<file path="src/rtl/datapath_gen.sv">
// ============================================================================
// Module   : datapath_gen
// Purpose  : cdecv datapath: source-muxed Xbus, architectural registers, PC
//            auto-increment, optional stack pointer (DATAPATH_GEN_SP_EN) and
//            req/ack memory handshake with latched read data.
// Revision : 1.0  initial release
// ============================================================================
`default_nettype none

module datapath_gen #(
   parameter int DW   = 8,
   parameter int NGPR = 3
) (
   input  logic              clock,
   input  logic              reset,
   input  logic [3:0]        xsrc,
   input  logic [8+NGPR-1:0] xdst,
   input  logic              pc_inc,
   input  logic [1:0]        sp_op,
   input  logic              mem_rd,
   input  logic              mem_wr,
   output logic [DW-1:0]     I,
   output logic [2:0]        SZCy,
   output logic              busy,
   output logic              mem_done,
   output logic [DW-1:0]     alu_a,
   output logic [DW-1:0]     alu_b,
   output logic              alu_cyin,
   input  logic [DW-1:0]     alu_result,
   input  logic [2:0]        alu_szcy,
   output logic [DW-1:0]     MA,
   output logic [DW-1:0]     WD,
   input  logic [DW-1:0]     RD,
   output logic              mem_req,
   output logic              mem_we,
   input  logic              mem_ack,
   input  logic [3:0]        dbg_addr,
   output logic [DW-1:0]     dbg_data
);

   localparam logic [DW-1:0] c_one = DW'(1);

   typedef enum logic [1:0] {
      ST_IDLE = 2'd0,
      ST_REQ  = 2'd1,
      ST_DONE = 2'd2
   } state_t;

   state_t          r_state;
   logic [DW-1:0]   r_pc, r_ma, r_wd, r_ir, r_t, r_r, r_flg, r_mdr;
   logic [DW-1:0]   r_g [NGPR];
   logic [DW-1:0]   w_xbus;
   logic [DW-1:0]   w_sp;
   logic [DW-1:0]   w_flg_next;

   // Xbus source mux; GPR codes beyond NGPR and unused codes read zero.
   always_comb begin
      w_xbus = '0;
      case (xsrc)
         4'd0: w_xbus = r_pc;
         4'd1: w_xbus = r_mdr;
         4'd2: w_xbus = r_r;
         4'd3: w_xbus = r_flg;
         4'd4: w_xbus = w_sp;
         4'd5: w_xbus = '1;
         default: begin
            for (int k = 0; k < NGPR; k++)
               if (xsrc == 4'(6 + k)) w_xbus = r_g[k];
         end
      endcase
   end

   always_comb begin
      w_flg_next      = '0;
      w_flg_next[3:0] = {alu_szcy, 1'b0};
   end

   always_ff @(posedge clock) begin
      if (reset) begin
         r_pc  <= '0;
         r_ma  <= '0;
         r_wd  <= '0;
         r_ir  <= '0;
         r_t   <= '0;
         r_r   <= '0;
         r_flg <= '0;
         for (int k = 0; k < NGPR; k++) r_g[k] <= '0;
      end else begin
         if (xdst[0])     r_pc <= w_xbus;
         else if (pc_inc) r_pc <= r_pc + c_one;
         if (xdst[1]) r_ma  <= w_xbus;
         if (xdst[2]) r_wd  <= w_xbus;
         if (xdst[3]) r_ir  <= w_xbus;
         if (xdst[4]) r_t   <= w_xbus;
         if (xdst[5]) r_r   <= alu_result;
         if (xdst[6]) r_flg <= w_flg_next;
         for (int k = 0; k < NGPR; k++)
            if (xdst[8+k]) r_g[k] <= w_xbus;
      end
   end

`ifdef DATAPATH_GEN_SP_EN
   logic [DW-1:0] r_sp;

   always_ff @(posedge clock) begin
      if (reset)        r_sp <= '0;
      else if (xdst[7]) r_sp <= w_xbus;
      else begin
         case (sp_op)
            2'b01:   r_sp <= r_sp + c_one;
            2'b10:   r_sp <= r_sp - c_one;
            default: r_sp <= r_sp;
         endcase
      end
   end

   assign w_sp = r_sp;
`else
   logic unused_sp;

   assign unused_sp = ^{sp_op, xdst[7]};
   assign w_sp      = '0;
`endif

   // Handshake FSM; MDR captures RD on the ack edge of a read only.
   always_ff @(posedge clock) begin
      if (reset) begin
         r_state  <= ST_IDLE;
         mem_req  <= 1'b0;
         mem_we   <= 1'b0;
         busy     <= 1'b0;
         mem_done <= 1'b0;
         r_mdr    <= '0;
      end else begin
         case (r_state)
            ST_REQ: begin
               if (mem_ack) begin
                  if (!mem_we) r_mdr <= RD;
                  r_state  <= ST_DONE;
                  mem_req  <= 1'b0;
                  mem_we   <= 1'b0;
                  busy     <= 1'b0;
                  mem_done <= 1'b1;
               end
            end
            default: begin
               mem_done <= 1'b0;
               if (mem_rd || mem_wr) begin
                  r_state <= ST_REQ;
                  mem_req <= 1'b1;
                  mem_we  <= mem_wr;
                  busy    <= 1'b1;
               end else begin
                  r_state <= ST_IDLE;
               end
            end
         endcase
      end
   end

   always_comb begin
      dbg_data = '0;
      case (dbg_addr)
         4'd0: dbg_data = r_pc;
         4'd1: dbg_data = r_t;
         4'd2: dbg_data = r_r;
         4'd3: dbg_data = r_flg;
         4'd4: dbg_data = w_sp;
         4'd5: dbg_data = w_xbus;
         default: begin
            for (int k = 0; k < NGPR; k++)
               if (dbg_addr == 4'(6 + k)) dbg_data = r_g[k];
         end
      endcase
   end

   assign I        = r_ir;
   assign SZCy     = r_flg[3:1];
   assign alu_a    = w_xbus;
   assign alu_b    = r_t;
   assign alu_cyin = r_flg[1];
   assign MA       = r_ma;
   assign WD       = r_wd;

endmodule

`default_nettype wire

</file>
<file path="config.mk">
export PLATFORM = sky130hd
export DESIGN_NAME = datapath_gen
export DESIGN_NICKNAME = d
export VERILOG_FILES = /design/src/rtl/datapath_gen.sv
export SDC_FILE = /design/constraint.sdc
export NUM_CORES = 1
export LEC_CHECK = 0
export ABC_AREA = 1
export BUFFER_PORTS_ARGS = -buffer_cell sky130_fd_sc_hd__buf_2
export CAP_MARGIN = 20
export CELL_PAD_IN_SITES_DETAIL_PLACEMENT = 1
export CELL_PAD_IN_SITES_GLOBAL_PLACEMENT = 1
export CORE_UTILIZATION = 41
export DETAILED_ROUTE_END_ITERATION = 8
export HOLD_SLACK_MARGIN = 0.05
export PLACE_DENSITY_LB_ADDON = 0.15
export SETUP_SLACK_MARGIN = 0.4
export SLEW_MARGIN = 20
export SYNTH_ARGS = -nofsm -noshare
export SYNTH_HDL_FRONTEND = slang
export SYNTH_SLANG_ARGS = --single-unit
</file>
<file path="constraint.sdc">
create_clock -name clock -period 2 [get_ports clock]
set_input_delay 0.2 -clock clock [delete_from_list [all_inputs] [get_ports clock]]
set_output_delay 0.2 -clock clock [all_outputs]
set_load 0.02 [all_outputs]
</file>
==> flow_results.org <==
** Timing
- Based on the critical path, the design can be clocked at up to 549.1 MHz.
- Worst slew margin :: 41.63%
- Dividing the final minimum period by the clock period gives 91.06%.
- Setup violations remaining at the end of the flow were counted as 0.
- The final count of pins violating max slew is 0.
- Setup skew after layout :: approximately 18 ps
- The smallest clock period supported by the final layout is computed as 1821 ps.
- In the final timing run, aggregate negative setup slack is 0 ps.
- Setup repair after global routing could not meet its margin everywhere.
- Final Hold Violating Endpoints :: 0
- At the pin with the least slew margin, the transition time is roughly 870 ps.
- On the final layout, the worst hold slack is 50.03 ps.

** Power
- Pwr/cell area :: 692.7 nW/um^2
- Highest ir drop seen on vdd :: 298.0 uV
- Overall power consumption after layout is estimated at 4.158 mW.
- The analysis attributes to cell leakage a power of about 3.0 nW.

** Global route
- GRT met3 Usage :: 5.240%
- Global routing's busiest layer :: met2
- For this run the aggregate overflow at the end of global routing stands at 0.
- Number of antenna violations at the first check in global routing :: 0
- Met1 usage in global routing :: between 30 and 40%
- The first global-routing pass estimated between 20000 and 30000 um of wire.
- Entering global routing, the biggest net connects 36 pins.
- Met2 Track Usage GR :: 50.28%
- The number of global-route vias before repair was 4699.
- For this run, the total global-route usage over all layers was measured as 29.88%.

** Cells and area
- Post-synthesis to final-layout area growth :: 38.28%
- Once layout is done, the placed cells without fillers occupy 6002 um^2.
- Number of nets in the final layout :: 798
- Commonest cells after routing, fill and taps aside :: 99 x sky130_fd_sc_hd__nor2_1, 87 x sky130_fd_sc_hd__inv_1, 82 x sky130_fd_sc_hd__buf_2
- # diodes :: 0
- Share of post-route cells with drive strength above 1 :: 35.85%
- Most common cell after layout, fill and taps aside :: sky130_fd_sc_hd__nor2_1

** Route
- Initial DRC Count :: 282
- In the routed design, unresolved DRC markers number 0.
- Once detail routing completed, the nets flagged for antenna violations numbered 0.
- Summed over all layers, the routed wires come to about 16000 um.
- Detail-routed net length per standard cell :: 18.43 um
- Per-cell via count in the routed design :: 5.328
- Number of search-and-repair iterations in the first detailed-routing pass :: 5
- Via count :: 4753

** Hold path
- Counting instances, the worst hold path has a depth of 3.
- The min-delay analysis places its worst path in the category in2reg.

** Placed design
- Once detailed placement completed, the half-perimeter wirelength came to 10760 um.
- Routability-driven placement finished with a final weighted congestion of just over 0.9.
- # port buffers :: 98
- Instance area after placement :: roughly 5000 um^2

** Yosys
- The synthesized design devotes to its leading area cell type 29.52% of total area.
- Mapped Cells :: 601
- Sorting the synthesized cells by area gives the leading types as sky130_fd_sc_hd__dfxtp_1 30%, sky130_fd_sc_hd__edfxtp_1 17%, sky130_fd_sc_hd__nor2_1 9.4%.
- Unique masters post-synth :: 29
- Seq/Total Area, Yosys :: 46.12%
- Summed over all instances, the cell type with the most area after synthesis is sky130_fd_sc_hd__dfxtp_1.
- The average instance in the mapped netlist occupies 7.222 um^2.
- In this run, synthesis produced a sequential element count of 88.
- YS warnings :: 0
- Post-Synthesis Net Count :: 648
- The cell area that synthesis handed to floorplanning was 4340 um^2.

** Clock tree
- Buffers from clock root to sink, at most :: 2
- The H-tree was split into 3 levels.
- For this design, the sink count on the clock tree is 88.
- Number of buffers created by CTS :: 9
- Source-to-sink clock delay at the later pin of the worst-skew pair :: 390 ps
- TritonCTS built the clock tree.
- Clock transition time at the flip-flop clock pins of the worst setup and hold paths :: 110 ps
- The cell sitting at the root of the clock tree is a sky130_fd_sc_hd__clkbuf_8.

** Critical path
- STA classifies the critical path endpoint as an output pin.
- Type of the worst setup path :: reg2out
- The worst setup path is launched from a register.
- STA puts the critical path data required time at between 1500 and 2000 ps.
- Worst reg-to-reg path cell count :: 7
- Arrival time of the worst setup path :: 1620 ps
- Max Fanout on Critical Path :: 2

** Floorplan
- Die X-Extent :: ~100 um
- The core region is around 10000 um^2.
- Row generation in the floorplan step produced 37 rows.
- The initial utilization of the core area, before any placement, comes to 42.23%.
- about 100 I/O pins were placed.
- The floorplan step defined a die boundary enclosing 11000 um^2.
- In this run the vertical extent of the chip is ~100 um.

** Flow run
- Max-cap violations in this run came to 0.

** Status
- The run finished with clean final reports.
## layer usage
layer	routed length, um	part of all wire, %	vias to the layer above
met5	0	0	-
li1	-	-	2233
met3	1025	6.2	48
met2	8071	49	186
met1	6644	40	2286
met4	697	4.2	0
## what timing repair did
action / CTS / global route
hold buffers: 6 / 0
endpoints found under the setup margin: 16 / 16
hold endpoints to repair: 6 / 0
pin swaps: 22 / 20
setup buffers: 28 / 12
gates resized for setup: 78 / 53
## cell families (layout without fill, tap and decap cells)
logic type	count (synthesis)	count (layout)	synth area share, %
compound gates	127	127	14.93
buf+inv	122	277	11.07
fa+ha+maj	1	1	0.2882
flops	88	88	46.12
simple gates	263	263	27.59
## Yosys cell counts (all sizes together)
library cell	number
nor2	122
inv	101
edfxtp	24
nand4	2
or2	4
a31oi	1
nand2	64
o31ai	1
nor3	4
a21oi	40
dfxtp	64
and3	1
buf	12
ha	1
nand3	66
o21ai	78
clkbuf	8
clkinv	1
o22ai	7
## critical path, stage by stage, from the launching register on
cell                       delay [ps]
sky130_fd_sc_hd__edfxtp_1         430
sky130_fd_sc_hd__nand3_1          120
sky130_fd_sc_hd__o21ai_0           90
sky130_fd_sc_hd__a21oi_1          260
sky130_fd_sc_hd__nand3_2          170
sky130_fd_sc_hd__buf_6            160
## state kept, by name (all words and copies together) (netlist names), 2 cells and up
signal / flops
alu_b: 8
r_flg: 3
MA: 8
r_r: 8
WD: 8
r_mdr: 8
I: 8
r_state: 2
r_pc: 8
r_g: 24
## stage by stage
| step | setup WS [ps] | cells | utilization (%) |
|---|---|---|---|
| finish | 178.7 | 892 | 58.40 |
| global placement | 156.9 | 830 | 48.81 |
| CTS | 257.5 | 880 | 55.83 |
| global route | 131.4 | 892 | 58.40 |
| detailed placement | 120.8 | 830 | 48.86 |
| floorplan | 603.7 | 601 | - |
## power by group
| part | internal, mW | total [mW] | switching (mW) | leakage [nW] |
|---|---|---|---|---|
| Combinational | 0.334 | 0.881 | 0.547 | 2.13 |
| Clock | 0.481 | 1.25 | 0.768 | 0.0945 |
| Sequential | 1.95 | 2.03 | 0.0737 | 0.798 |
| Total | 2.77 | 4.16 | 1.39 | 3.02 |
## final timing paths
kind | to | slack, ps | startpoint
min | r_mdr[3] | 50 | RD[3]
max reg2reg | r_g[0][12] | 410 | r_g[0][4]
max | dbg_data[4] | 180 | r_g[0][12]
min reg2reg | mem_req | 490 | mem_req
## area by class of cell
| class | instances | area [um^2] |
|---|---|---|
| fillers | 1321 | 4275 |
| multi-input cells | 391 | 2136 |
| flip-flops and latches | 88 | 2016 |
| repair buffers | 159 | 1107 |
| inverters | 102 | 387.9 |
| well taps | 136 | 170.2 |
| clock buffers | 9 | 123.9 |
| clock inverters | 7 | 61.31 |
No activity file was read; power rests on OpenSTA's default activity.
